==> config.mk <==
export PLATFORM = sky130hd
export DESIGN_NAME = comparator_16bit
export DESIGN_NICKNAME = d
export VERILOG_FILES = /design/src/rtl/comparator_pkg.sv /design/src/rtl/comparator_16bit_slice.sv /design/src/rtl/comparator_16bit.sv
export SDC_FILE = /design/constraint.sdc
export NUM_CORES = 1
export LEC_CHECK = 0
export ABC_CLOCK_PERIOD_IN_PS = 900
export CORE_MARGIN = 10
export CORE_UTILIZATION = 34
export CTS_CLUSTER_SIZE = 40
export DETAILED_ROUTE_END_ITERATION = 10
export GPL_ROUTABILITY_DRIVEN = 0
export PLACE_DENSITY = 0.83
export RECOVER_POWER = 25
export SLEW_MARGIN = 25
export SYNTH_ARGS = -nofsm -noshare
export SYNTH_HDL_FRONTEND = slang
export SYNTH_SLANG_ARGS = --single-unit
==> constraint.sdc <==
create_clock -name clk -period 0.9 [get_ports clk]
set_clock_uncertainty 0.2 [all_clocks]
set_input_delay 0.27 -clock clk [delete_from_list [all_inputs] [get_ports clk]]
set_output_delay 0.27 -clock clk [all_outputs]
set_load 0.02 [all_outputs]
==> src/rtl/comparator_pkg.sv <==
// Shared types and constants for the registered magnitude comparator.
// The cascade flags travel between 4-bit slices as a packed {gt, eq, lt} triple.
package comparator_pkg;

  localparam int SLICE_W = 4;

  typedef struct packed {
    logic gt;
    logic eq;
    logic lt;
  } cmp_flags_t;

  // Register value meaning "no result yet"; seen only in and right after reset.
  localparam cmp_flags_t CMP_RESET   = 3'b000;
  // Seed for the most significant slice: nothing above it has decided yet.
  localparam cmp_flags_t CMP_EQ_SEED = 3'b010;

  // Local 4-bit magnitude decision, ignoring any cascade input.
  function automatic cmp_flags_t cmp_nibble(input logic [SLICE_W-1:0] x,
                                            input logic [SLICE_W-1:0] y);
    cmp_flags_t f;
    f.gt = (x > y);
    f.lt = (x < y);
    f.eq = (x == y);
    return f;
  endfunction

endpackage

==> src/rtl/comparator_16bit_slice.sv <==
// comparator_slice_4b: combinational 4-bit magnitude compare with cascade in/out.
// Slices are chained MSB-first: a more significant slice that has already found
// an inequality wins, and this slice only decides while everything above is equal.
module comparator_slice_4b
  import comparator_pkg::*;
(
  input  logic [SLICE_W-1:0] a,
  input  logic [SLICE_W-1:0] b,
  input  logic               gt_in,
  input  logic               eq_in,
  input  logic               lt_in,
  output logic               gt_out,
  output logic               eq_out,
  output logic               lt_out
);

  cmp_flags_t w_local;
  cmp_flags_t w_casc_in;
  cmp_flags_t w_result;

  assign w_local   = cmp_nibble(a, b);
  assign w_casc_in = '{gt: gt_in, eq: eq_in, lt: lt_in};

  // Pass an upstream decision through untouched; otherwise use this nibble.
  always_comb begin
    w_result = w_casc_in;
    if (w_casc_in.eq) begin
      w_result = w_local;
    end
  end

  assign gt_out = w_result.gt;
  assign eq_out = w_result.eq;
  assign lt_out = w_result.lt;

endmodule

==> src/rtl/comparator_16bit.sv <==
// comparator_16bit: registered WIDTH-bit magnitude comparator, one cycle latency.
// Built from WIDTH/4 cascaded 4-bit slices evaluated MSB-first, followed by a
// single flag register. WIDTH must be a positive multiple of 4.
// Optional build macro COMPARATOR_SIGNED_EN adds the sgn input; with sgn=1 the
// operands are two's complement, handled by inverting both sign bits ahead of
// the MSB slice (this maps signed order onto unsigned order).
module comparator_16bit
  import comparator_pkg::*;
#(
  parameter int WIDTH = 16
) (
  input  logic             clk,
  input  logic             rst,
  output logic             great,
  output logic             equal,
  output logic             less,
  input  logic [WIDTH-1:0] a,
  input  logic [WIDTH-1:0] b
`ifdef COMPARATOR_SIGNED_EN
  ,
  input  logic             sgn
`endif
);

  localparam int NSLICE = WIDTH / SLICE_W;

  logic [WIDTH-1:0] w_a_adj;
  logic [WIDTH-1:0] w_b_adj;
  cmp_flags_t       w_casc [NSLICE+1];
  cmp_flags_t       r_flags;

`ifdef COMPARATOR_SIGNED_EN
  assign w_a_adj = {a[WIDTH-1] ^ sgn, a[WIDTH-2:0]};
  assign w_b_adj = {b[WIDTH-1] ^ sgn, b[WIDTH-2:0]};
`else
  assign w_a_adj = a;
  assign w_b_adj = b;
`endif

  // Chain index NSLICE is the seed above the top slice; index 0 is the result.
  assign w_casc[NSLICE] = CMP_EQ_SEED;

  for (genvar i = NSLICE - 1; i >= 0; i--) begin : g_slice
    comparator_slice_4b u_slice (
      .a      (w_a_adj[i*SLICE_W +: SLICE_W]),
      .b      (w_b_adj[i*SLICE_W +: SLICE_W]),
      .gt_in  (w_casc[i+1].gt),
      .eq_in  (w_casc[i+1].eq),
      .lt_in  (w_casc[i+1].lt),
      .gt_out (w_casc[i].gt),
      .eq_out (w_casc[i].eq),
      .lt_out (w_casc[i].lt)
    );
  end

  // Capture the cascade result each cycle; reset clears to "no result yet".
  always_ff @(posedge clk or posedge rst) begin
    if (rst) begin
      r_flags <= CMP_RESET;
    end else begin
      r_flags <= w_casc[0];
    end
  end

  assign great = r_flags.gt;
  assign equal = r_flags.eq;
  assign less  = r_flags.lt;

endmodule

==> impl_metrics.yaml, run 1 <==
status:
  outcome: "finished with violations"
  violations: "setup timing"
clocking:
  clockBufferDepth: 2
  cts_tree: "yes"
  cts.sinks: 3
  cts.hold.buffers_added: 0
  cts-buffers-inserted: 3
  root_buffer: "clkbuf_4"
  clkTransAtPathRegs_ns: 0.04
  htreeDepth: 1
logic_synthesis:
  yosysWarningCount: 0
  seq_area_frac_synth: 0.145
  synth_fp_nets: 115
  synth_area_um2: 518
  avgSynthCellArea_um2: 7.97
  syn_inst: 65
  synth-seq-cells: 3
  ys_types: 17
global_route:
  grt_pass1_wl_um: 2990
  grt_pass1_vias: 682
  grt_remaining_overflow: 0
  grt_usage: 0.108
  grt_max_degree: 4
  antenna_found_initial: 0
sta:
  finalMaxSlewViolations: 0
  rsz0062_at_grt: "yes"
  fin_ws_ns: -0.574
  max_slew.worst_pin.slew_ns: 0.248
  max_freq_mhz: 678
  finalSetupTns_ns: -2.44
  finalHoldViolations: 0
  slew_headroom: 0.834
  period_needed_ns: 1.47
  whs_ns: 0.153
  finalCritPeriodShare: 1.64
  setup_violations: 6
hold_path:
  min_path_type: "in -> async"
worst_setup_path:
  worst_setup_path_start_kind: "input pin"
  crit_fanout: 2
  path_class: "in -> reg"
  crit_path_end_kind: "flop"
  crit_required_ns: 0.86
  arrival_ns: 1.43
route:
  route.detailed.drc: 0
  wl_per_cell_um: 14.8
  dr.pass1.iters: 4
  vias: 606
  viasPerCell: 4.85
  ant_nets: 0
  drt_iter0_drc: 4
  wl_um: 1850
floorplan:
  dieWidth_um: 59.0
  core-area_mm2: 0.00147
  initial_core_util: 0.352
  num_rows: 14
  die_h_um: 59.0
  pin_count: 37
  dieArea_mm2: 0.00348
flow_run:
  cap_viol_max_count: 0
final_layout:
  area_delta_synth_final_pct: 110
  nets: 160
  diodes: 0
  num-fill-cells: 106
  multi_input_area_um2: 573
  drive_gt1_frac: 0.661
  layoutNonFillerInstCount: 125
  ff_latch_area_um2: 75.1
placed_design:
  io_buffers: 36
  dpl.hpwl_um: 1390
  place_inst: 119
pwr:
  p_leak_nw: 0.510
  p_per_area_mw_per_mm2: 804
  ir_drop_uv: 350
-- layout by cell type (no fill, tap or decap), types with 3 or more instances in the layout --
| cell type | Yosys | routed |
|---|---|---|
| buf_2 | 0 | 18 |
| ha_4 | 0 | 13 |
| inv_2 | 0 | 11 |
| buf_6 | 0 | 8 |
| dlygate4sd2_1 | 0 | 7 |
| inv_1 | 19 | 6 |
| nand4_1 | 4 | 4 |
| buf_4 | 0 | 4 |
| a21oi_2 | 0 | 3 |
| ha_1 | 16 | 3 |
| clkbuf_4 | 0 | 3 |
| dfrtp_1 | 3 | 3 |
-- kinds of logic after synthesis --
kind of cell / count (synthesis) / share of synthesized area
fa+ha+maj: 16 / 0.386
simple gates: 13 / 0.150
buf+inv: 19 / 0.138
compound gates: 14 / 0.181
flops: 3 / 0.145
-- worst max-delay path: stages --
cell and delay, ns:
buf_8 0.11, inv_12 0.04, ha_4 0.18, nor2b_4 0.12, o21a_1 0.16, o21a_1 0.17
o311ai_2 0.24, o21bai_1 0.15
-- metrics by stage --
step                total power, mW  utilization  worst slack [ns]  instance area (µm²)
finish                        0.877        0.741            -0.574                 1090
global route                  0.948        0.741            -0.607                 1090
CTS                           0.868        0.734            -0.564                 1080
detailed placement            0.573        0.667             -1.43                  981
global placement              0.562        0.667             -1.42                  981
floorplan                     0.345            -            -0.729                  586
-- layer usage --
layer  GRT usage  routed length [µm]  vias up
li1            -                   -      309
met1       0.104                 716      269
met2       0.201                 967       28
met3      0.0494                 167        0
met4      0.0295                   0        0
met5           0                   0        -
-- registers in the layout, summed over array words and instances, names as in the netlist --
signal / flops
equal: 1
great: 1
less: 1
-- area by class of cell --
class | count | share of cell area
clock buffer | 4 | 0.0241
inverter | 19 | 0.0815
multi-input combinational | 43 | 0.526
sequential | 3 | 0.0689
tap | 16 | 0.0184
timing repair buffer | 40 | 0.281
-- worst max-delay path by stage --
| stage | startpoint | endpoint | slack [ns] |
|---|---|---|---|
| finish | b[13] | less | -0.57 |
| global route | b[13] | less | -0.61 |
| detailed placement | b[13] | less | -1.43 |
| floorplan | b[13] | less | -0.73 |
| global placement | b[13] | less | -1.42 |
| CTS | b[13] | less | -0.56 |
-- cell usage after synthesis (all sizes together) --
master / instances / share of area
inv: 19 / 0.14
ha: 16 / 0.39
o21ai: 5 / 0.048
nand4: 4 / 0.048
a21oi: 3 / 0.029
dfrtp: 3 / 0.14
nor2: 3 / 0.022
a211oi: 2 / 0.029
nand2b: 2 / 0.024
o21a: 2 / 0.029
nand2: 1 / 0.0072
nor2b: 1 / 0.027
nor3: 1 / 0.0097
o21bai: 1 / 0.014
o311ai: 1 / 0.031
or3: 1 / 0.012
-- where the power goes --
group / switching, mW / total, mW / leakage (nW) / internal, mW
clock: 0.0736 / 0.240 / 0.0150 / 0.166
combinational: 0.206 / 0.480 / 0.458 / 0.274
sequential: 0.00677 / 0.156 / 0.0373 / 0.150
total: 0.287 / 0.877 / 0.510 / 0.590
-- what timing repair did --
| action | in CTS | in global routing |
|---|---|---|
| gates resized for setup | 145 | 4 |
| buffers inserted | 2 | 0 |
| pin swaps | 29 | 3 |
| setup endpoints to repair | 6 | 6 |
No activity file was read; power rests on OpenSTA's default activity.
==> run 2: changes to the inputs <==
--- a/config.mk
+++ b/config.mk
@@ -5,12 +5,11 @@
 export SDC_FILE = /design/constraint.sdc
 export NUM_CORES = 1
 export LEC_CHECK = 0
-export ABC_CLOCK_PERIOD_IN_PS = 900
+export ABC_CLOCK_PERIOD_IN_PS = 1500
 export CORE_MARGIN = 10
 export CORE_UTILIZATION = 34
 export CTS_CLUSTER_SIZE = 40
 export DETAILED_ROUTE_END_ITERATION = 10
-export GPL_ROUTABILITY_DRIVEN = 0
 export PLACE_DENSITY = 0.83
 export RECOVER_POWER = 25
 export SLEW_MARGIN = 25
==> constraint.sdc (replaced) <==
create_clock -name clk -period 1.5 [get_ports clk]
set_clock_uncertainty 0.2 [all_clocks]
set_input_delay 0.45 -clock clk [delete_from_list [all_inputs] [get_ports clk]]
set_output_delay 0.45 -clock clk [all_outputs]
set_load 0.02 [all_outputs]
==> run 2 against run 1 <==
Against the previous run: the run still ends with setup timing left; power decreased by 39%; setup slack improved by 0.43 ns; sequential power decreased by 41%; utilization increased by 2.2 points; via count increased by 3.6%; final cell count increased by 0.80%; first-iteration DRC count increased by 100%; non-clock buffer count increased by 1; critical path depth unchanged; combinational power decreased by 40%; die area unchanged; critical path type unchanged; largest power group unchanged.
==> impl_metrics.yaml, run 2 (synthesis gave the netlist of run 1 again) <==
status:
  outcome: "finished with violations"
  violations: "setup timing"
clocking:
  htreeDepth: 1
  cts-buffers-inserted: 3
  clkTransAtPathRegs_ns: 0.04
  cts.hold.buffers_added: 0
  cts_tree: "yes"
  clockBufferDepth: 2
  cts.sinks: 3
  root_buffer: "clkbuf_4"
floorplan:
  core-area_mm2: 0.00147
  dieArea_mm2: 0.00348
  pin_count: 37
  initial_core_util: 0.352
  die_h_um: 59.0
  dieWidth_um: 59.0
  num_rows: 14
route:
  wl_um: 1820
  dr.pass1.iters: 4
  vias: 628
  viasPerCell: 4.98
  wl_per_cell_um: 14.5
  ant_nets: 0
  drt_iter0_drc: 8
  route.detailed.drc: 0
sta:
  fin_ws_ns: -0.140
  whs_ns: 0.320
  max_freq_mhz: 610
  finalMaxSlewViolations: 0
  period_needed_ns: 1.64
  slew_headroom: 0.837
  rsz0062_at_grt: "yes"
  finalSetupTns_ns: -0.244
  setup_violations: 2
  finalHoldViolations: 0
  finalCritPeriodShare: 1.09
  max_slew.worst_pin.slew_ns: 0.244
worst_setup_path:
  arrival_ns: 1.60
  path_class: "in -> reg"
  crit_path_end_kind: "flop"
  path_cells: "buf_8, inv_12, ha_4, nor2b_4, o21a_1, o21a_1, o311ai_2, o21bai_1"
  worst_setup_path_start_kind: "input pin"
  crit_required_ns: 1.47
  cpMostUsedCell: "o21a_1"
  cp_slowest_cell: "o311ai_2"
  crit_fanout: 2
  slowest_delay_ns: 0.23
pwr:
  ir_drop_uv: 233
  p_leak_nw: 0.518
  p_per_area_mw_per_mm2: 475
hold_path:
  min_path_type: "in -> async"
final_layout:
  nets: 161
  utilization: 0.763
  drive_gt1_frac: 0.636
  fin_area_mm2: 0.00112
  num-fill-cells: 96
  diodes: 0
  area_delta_synth_final_pct: 117
  final_cell_mix: "ha_4 (14), buf_2 (14), inv_2 (11), buf_6 (11)"
global_route:
  antenna_found_initial: 0
  grt_remaining_overflow: 0
  grt_pass1_vias: 647
  grt_max_degree: 4
  grt_usage: 0.102
  grt_pass1_wl_um: 2830
placed_design:
  place_area_um2: 981
  io_buffers: 36
  dpl.hpwl_um: 1420
  gp_congestion: 0.696
  post-place-ws_ns: -1.01
flow_run:
  cap_viol_max_count: 0
-- run 2: routing by layer --
layer	share of wire	track usage
met5	0	0
met4	0.013	0.0295
met3	0.11	0.0515
met2	0.48	0.183
met1	0.39	0.100
-- run 2: layout make-up --
| class | instances | area (µm²) | share of cell area |
|---|---|---|---|
| multi-input cells | 43 | 572 | 0.509 |
| repair buffers | 41 | 340 | 0.303 |
| inverters | 19 | 88.8 | 0.0792 |
| flip-flops and latches | 3 | 75.1 | 0.0669 |
| clock buffers | 4 | 26.3 | 0.0234 |
| well taps | 16 | 20.0 | 0.0178 |
-- run 2: where the power goes --
| part | internal (mW) | switching [mW] |
|---|---|---|
| sequential | 0.0895 | 0.00195 |
| clock | 0.100 | 0.0515 |
| combinational | 0.168 | 0.121 |
| total | 0.358 | 0.175 |
-- run 2: what timing repair did --
action                     in CTS  in global routing
setup endpoints to repair       6                  4
resized for setup             130                 13
buffers inserted                2                  1
pin swaps                      27                  5
-- run 2: path summary, 6_finish.rpt --
check | from | slack [ns] | end | cells after the start
worst max-delay path | b[13] | -0.14 | less | 8
worst min-delay path | rst | 0.32 | equal | 2
max in group asynchronous | rst | 0.65 | great | 2
min in group clk | a[15] | 0.43 | great | 4
-- run 2: per-stage QoR --
step / instances / total power, mW
2_1_floorplan: 65 / 0.207
3_3_place_gp: 119 / 0.337
3_5_place_dp: 119 / 0.344
4_1_cts: 125 / 0.509
5_1_grt: 126 / 0.569
6_report: 126 / 0.533
-- run 2: critical path, delay by kind of cell --
kind	cells	cell delay, ns
AND/OR/NAND/NOR	1	0.12
AO/OA/AOI/OAI	4	0.71
adder cells (fa/ha/maj)	1	0.18
buffers and inverters	2	0.15
==> variant 1, RTL diff (flow settings as in run 2) <==
Register the outputs `great`, `equal` and `less`, with the module's reset; this adds one clock of latency there.
--- a/src/rtl/comparator_16bit.sv
+++ b/src/rtl/comparator_16bit.sv
@@ -64,5 +64,13 @@
 
-  assign great = r_flags.gt;
-  assign equal = r_flags.eq;
-  assign less  = r_flags.lt;
+  always_ff @(posedge clk or posedge rst) begin
+    if (rst) begin
+      great <= '0;
+      equal <= '0;
+      less  <= '0;
+    end else begin
+      great <= r_flags.gt;
+      equal <= r_flags.eq;
+      less  <= r_flags.lt;
+    end
+  end
 
Function: changed (Yosys sat finds a counterexample within 4 cycles, from zero or initial values and one cycle with rst high).
==> variant 1 against run 2 <==
  * The flow still finishes with violations (setup timing)
  * Synthesized area is 14% higher
  * Worst hold slack worse by 0.17 ns
  * Cell area is 8.2% higher
  * Power is 18% higher
  * Worst setup slack worse by 0.020 ns
  * Wire length is 5.8% higher
  * Sequential power is 100% higher
  * Via count is 2.2% higher
  * Critical path depth stayed put
  * Sequential cell count is 3 higher
==> variant 1: results (changes against run 2) <==
| Metric | Value |
|---|---|
| Biggest register | `r_flags` |
| Vias in the first global route | `767 (+19%)` |
| Hpwl dp | `1.59 mm (+12%)` |
| Arr. time, crit path | `1.63 ns (+0.03 ns)` |
| Wire per inst | `14.9 µm (+3.3%)` |
| Final net count | `164 (+1.9%)` |
| Status | `finished with violations` |
| Syn-to-layout area delta | `105%` |
| Crit-path max cell delay | `0.25 ns (+0.02 ns)` |
| Worst Tran Pin Value | `0.259 ns (+0.0149 ns)` |
| Vias per cell | `4.98 (-0.15%)` |
| Sequential element share of the synthesized area | `25.3% (+11 points)` |
| Synth top area cells | `ha_1, dfrtp_1, inv_1, nand4_1, o311ai_2` |
| First-pass GRT wire length | `3.19 mm (+13%)` |
| Layout cells sized above 1 | `68.8% (+5.1 points)` |
| CP max-delay cell | `o311ai_2` |
| Post-route worst setup slack | `-0.160 ns (-0.0204 ns)` |
| Ys async rst share | `100% (unchanged)` |
| Layout fillers | `132 (+38%)` |
| Vias | `642 (+2.2%)` |
| Post-synth top cells | `inv_1, ha_1, dfrtp_1` |
| Mean Syn Cell Area | `8.72 µm² (+9.4%)` |
| Worst-Skew Late Latency | `0.24 ns` |
| DP Worst Slack | `-1.05 ns (-0.0415 ns)` |
| Mapped Nets | `118 (+2.6%)` |
| Port Buffers | `36 (unchanged)` |
| GP Congestion | `0.688 (-1.2%)` |
| Leakage power | `0.000560 µW (+8.2%)` |
| Iteration-0 DRC Markers | `6 (-2)` |
| CP Max Fanout | `2 (unchanged)` |
| Gr usage total | `11.0% (+0.73 points)` |
| Antenna diodes | `0 (unchanged)` |
| Failing checks | `setup timing` |
| Setup TNS | `-0.284 ns (-0.0402 ns)` |
| Drt pass-1 iters | `4 (unchanged)` |
| Largest net degree at the start of global routing | `7 (+3)` |
| Final Setup Violations | `2 (unchanged)` |
| Post-DP Area | `0.00106 mm² (+7.8%)` |
| Max VDD drop | `0.000238 V (+2.1%)` |
| Hold/Removal Path Class | `flop to flop` |
==> variant 1: cell count changes after synthesis, sizes merged <==
cell,before,now
dfrtp,3,6
==> variant 1: area by class of cell <==
cell class	instances	area share, %
clock buffers	3	1.85
well taps	17	1.75
inverters	19	7.31
multi-input cells	43	49.7
flip-flops and latches	6	12.4
repair buffers	41	27.0
==> variant 1: final timing paths <==
| check | from | to | slack (ns) | cells past startpoint |
|---|---|---|---|---|
| worst max register to register | r_flags[0]$_DFF_PP0_ | less$_DFF_PP0_ | 0.83 | 0 |
| max in group asynchronous | rst | less$_DFF_PP0_ | 0.69 | 2 |
| min in group asynchronous | rst | equal$_DFF_PP0_ | 0.23 | 2 |
| worst max-delay path | b[13] | r_flags[0]$_DFF_PP0_ | -0.16 | 8 |
| worst min-delay path | r_flags[2]$_DFF_PP0_ | great$_DFF_PP0_ | 0.14 | 0 |
| worst min register to register | r_flags[2]$_DFF_PP0_ | great$_DFF_PP0_ | 0.14 | 0 |
==> variant 1: worst max-delay path, delay by kind of cell <==
kind            cells  cell delay [ns]
buf+inv             2             0.15
fa+ha+maj           1             0.18
simple gates        1             0.12
compound gates      4             0.73
==> variant 1: per-layer routing <==
metal	share of wire (%)	GRT usage, %	vias up
met5	0	0	-
met4	0.52	2.87	0
met3	7.4	4.07	2
met2	59	22.0	21
met1	33	9.92	300
li1	-	-	319
==> variant 1: cell families (layout without fill, tap and decap cells) <==
kind of cell | after synthesis | after routing | share of synthesized area [%]
buf+inv | 19 | 63 | 12.0
fa+ha+maj | 16 | 16 | 33.8
compound gates | 14 | 14 | 15.8
simple gates | 13 | 13 | 13.1
flops | 6 | 6 | 25.3
==> variant 1: repair_timing <==
item / in CTS / in global routing
gates resized for setup: 137 / 16
setup endpoints to repair: 6 / 3
pin swaps: 29 / 7
buffers inserted: 3 / 0
==> variant 1: through the flow <==
| stage | power (µW) | hold WS [ns] |
|---|---|---|
| 3_3_place_gp | 430 | 0.134 |
| 6_report | 629 | 0.145 |
| 3_5_place_dp | 444 | 0.136 |
| 4_1_cts | 613 | 0.143 |
| 5_1_grt | 675 | 0.159 |
| 2_1_floorplan | 300 | 0.0410 |
==> variant 1: power breakdown <==
group          internal, µW  switching [µW]
Combinational           170             128
Sequential              179            4.08
Clock                  90.4            57.2
Total                   439             190
==> variant 2, RTL diff (flow settings as in run 2) <==
Made on the original files. The option `COMPARATOR_SIGNED_EN` is turned on by a define.
--- a/src/rtl/comparator_16bit.sv
+++ b/src/rtl/comparator_16bit.sv
@@ -6,2 +6,4 @@
 // the MSB slice (this maps signed order onto unsigned order).
+`define COMPARATOR_SIGNED_EN
+
 module comparator_16bit
Interface: changed (added sgn); port bits go from 37 to 38. The function was not compared with the original's and may differ.
==> variant 2 against run 2 <==
  * The flow still finishes with violations (setup timing)
  * Highest routed layer unchanged
  * Critical path type unchanged
  * Power increased by 17%
  * Combinational power up 28%
  * Critical path depth shrank 2
  * Count of clock-buffer cells in the layout unchanged
  * Worst setup slack got worse by 0.22 ns
  * Cell area is 9.7% higher
  * Wire length up 32%
  * Synthesized area is 4.8% higher
  * Final cell count unchanged
  * Sequential cell count did not move
==> variant 2: results (changes against run 2) <==
| Metric | Value |
|---|---|
| GP Congestion | `0.678 (-2.6%)` |
| Leakage power | `0.000545 µW (+5.3%)` |
| Worst Tran Pin Value | `0.283 ns (+0.0386 ns)` |
| Largest net degree at the start of global routing | `5 (+1)` |
| First-pass GRT wire length | `3.68 mm (+30%)` |
| Port Buffers | `37 (+2.8%)` |
| Routed WL | `2.40 mm (+32%)` |
| Root buf cell | `clkbuf_4` |
| Mapped Nets | `116 (+0.87%)` |
| Synth top area cells | `ha_1, dfrtp_1, inv_1, o21ai_0, nand4_4` |
| Sequential element share of the synthesized area | `13.8% (-0.67 points)` |
| Ys flop type | `dfrtp_1` |
| Hold/Removal Path Class | `input port to async pin` |
| Hpwl dp | `1.48 mm (+4.2%)` |
| Post-route worst setup slack | `-0.363 ns (-0.223 ns)` |
| Vias per cell | `5.38 (+8.0%)` |
| Maximum root-to-sink buffer count | `2 (unchanged)` |
| Antenna diodes | `0 (unchanged)` |
| Max VDD drop | `0.000276 V (+19%)` |
| Setup crit start | `a[7]` |
| Clk pin slew, worst setup/hold paths | `0.04 ns (about the same)` |
| Critical Path End Type | `flop` |
| Post-DP Area | `948 µm² (-3.3%)` |
| CTS Buf Count | `3 (unchanged)` |
| Clock H-tree levels | `1 (unchanged)` |
| Final net count | `162 (+0.62%)` |
| Post-synth top cells | `inv_1, ha_1, o21ai_0` |
| Layout cells sized above 1 | `60.0% (-3.6 points)` |
| Cells after Synth | `65 (unchanged)` |
| Initial antenna violation count | `0 (unchanged)` |
| Iteration-0 DRC Markers | `17 (+9)` |
| Drt pass-1 iters | `4 (unchanged)` |
| Status | `finished with violations` |
| CP Max Fanout | `2 (unchanged)` |
| Gr usage total | `13.2% (+3.0 points)` |
| Vias | `678 (+8.0%)` |
| Vias in the first global route | `789 (+22%)` |
| Layout fillers | `82 (-15%)` |
| Ys async rst share | `100% (unchanged)` |
| Failing checks | `setup timing` |
| Final Setup Violations | `3 (+1)` |
| Synthesis Warnings | `0 (unchanged)` |
| Capture point of the critical path | `less$_DFF_PP0_` |
| Post-synth cell types | `23 (+6)` |
[variant 2: cells by family after synthesis]
| family | Yosys count | share of synthesized area [%] |
|---|---|---|
| compound gates | 11 | 11.5 |
| xor+xnor | 2 | 3.23 |
| fa+ha+maj | 16 | 36.9 |
| buf+inv | 17 | 11.8 |
| flops | 3 | 13.8 |
| simple gates | 16 | 22.8 |
[variant 2: cell type report]
class | instances | area, µm² | area share [%]
clock buffer | 4 | 26.3 | 2.13
inverter | 17 | 63.8 | 5.18
tap | 16 | 20.0 | 1.63
multi-input combinational | 45 | 688 | 55.9
sequential | 3 | 75.1 | 6.10
timing repair buffer | 41 | 358 | 29.1
[variant 2: where the power goes]
part	internal [µW]	switching (µW)	leakage, µW
Clock	101	54.6	0.0000150
Sequential	93.5	2.53	0.0000373
Combinational	200	172	0.000493
Total	394	229	0.000545
[variant 2: metal layers]
| layer | global-route usage (%) | part of all wire, % | vias up | wire length [µm] |
|---|---|---|---|---|
| li1 | - | - | 311 | - |
| met1 | 13.6 | 38 | 311 | 915 |
| met2 | 23.8 | 52 | 46 | 1240 |
| met3 | 4.45 | 6.6 | 10 | 158 |
| met4 | 4.81 | 3.8 | 0 | 90 |
| met5 | 0 | 0 | - | 0 |
[variant 2: worst min path at each step]
stage | slack [ns] | end | depth (start not counted) | start
finish | 0.31 | equal$_DFF_PP0_ | 2 | rst
global route | 0.33 | equal$_DFF_PP0_ | 2 | rst
CTS | 0.20 | great$_DFF_PP0_ | 2 | rst
detailed placement | 0.43 | less$_DFF_PP0_ | 2 | rst
global placement | 0.43 | equal$_DFF_PP0_ | 2 | rst
floorplan | 0.004 | equal$_DFF_PP0_ | 1 | rst
[variant 2: timing repair]
item / in CTS / in global routing
buffers inserted: 2 / 0
endpoints found under the setup margin: 6 / 6
pin swaps: 25 / 22
gates resized for setup: 85 / 54
hold buffers: 0 / 0
[variant 2: worst max-delay path, stage by stage]
cell	delay (ns)
clkdlybuf4s15_1	0.21
ha_4	0.28
nand4_1	0.12
or3_4	0.44
nor3_4	0.21
or3_1	0.14
[variant 2: stage by stage]
step	setup WS, ns	setup TNS [ns]	total power, µW	hold slack [ns]
3_5_place_dp	-0.949	-2.83	365	0.429
3_3_place_gp	-0.906	-2.71	357	0.425
5_1_grt	-0.401	-1.00	663	0.334
2_1_floorplan	-0.392	-0.999	221	0.00364
6_report	-0.363	-0.918	623	0.312
4_1_cts	-0.377	-0.968	549	0.197
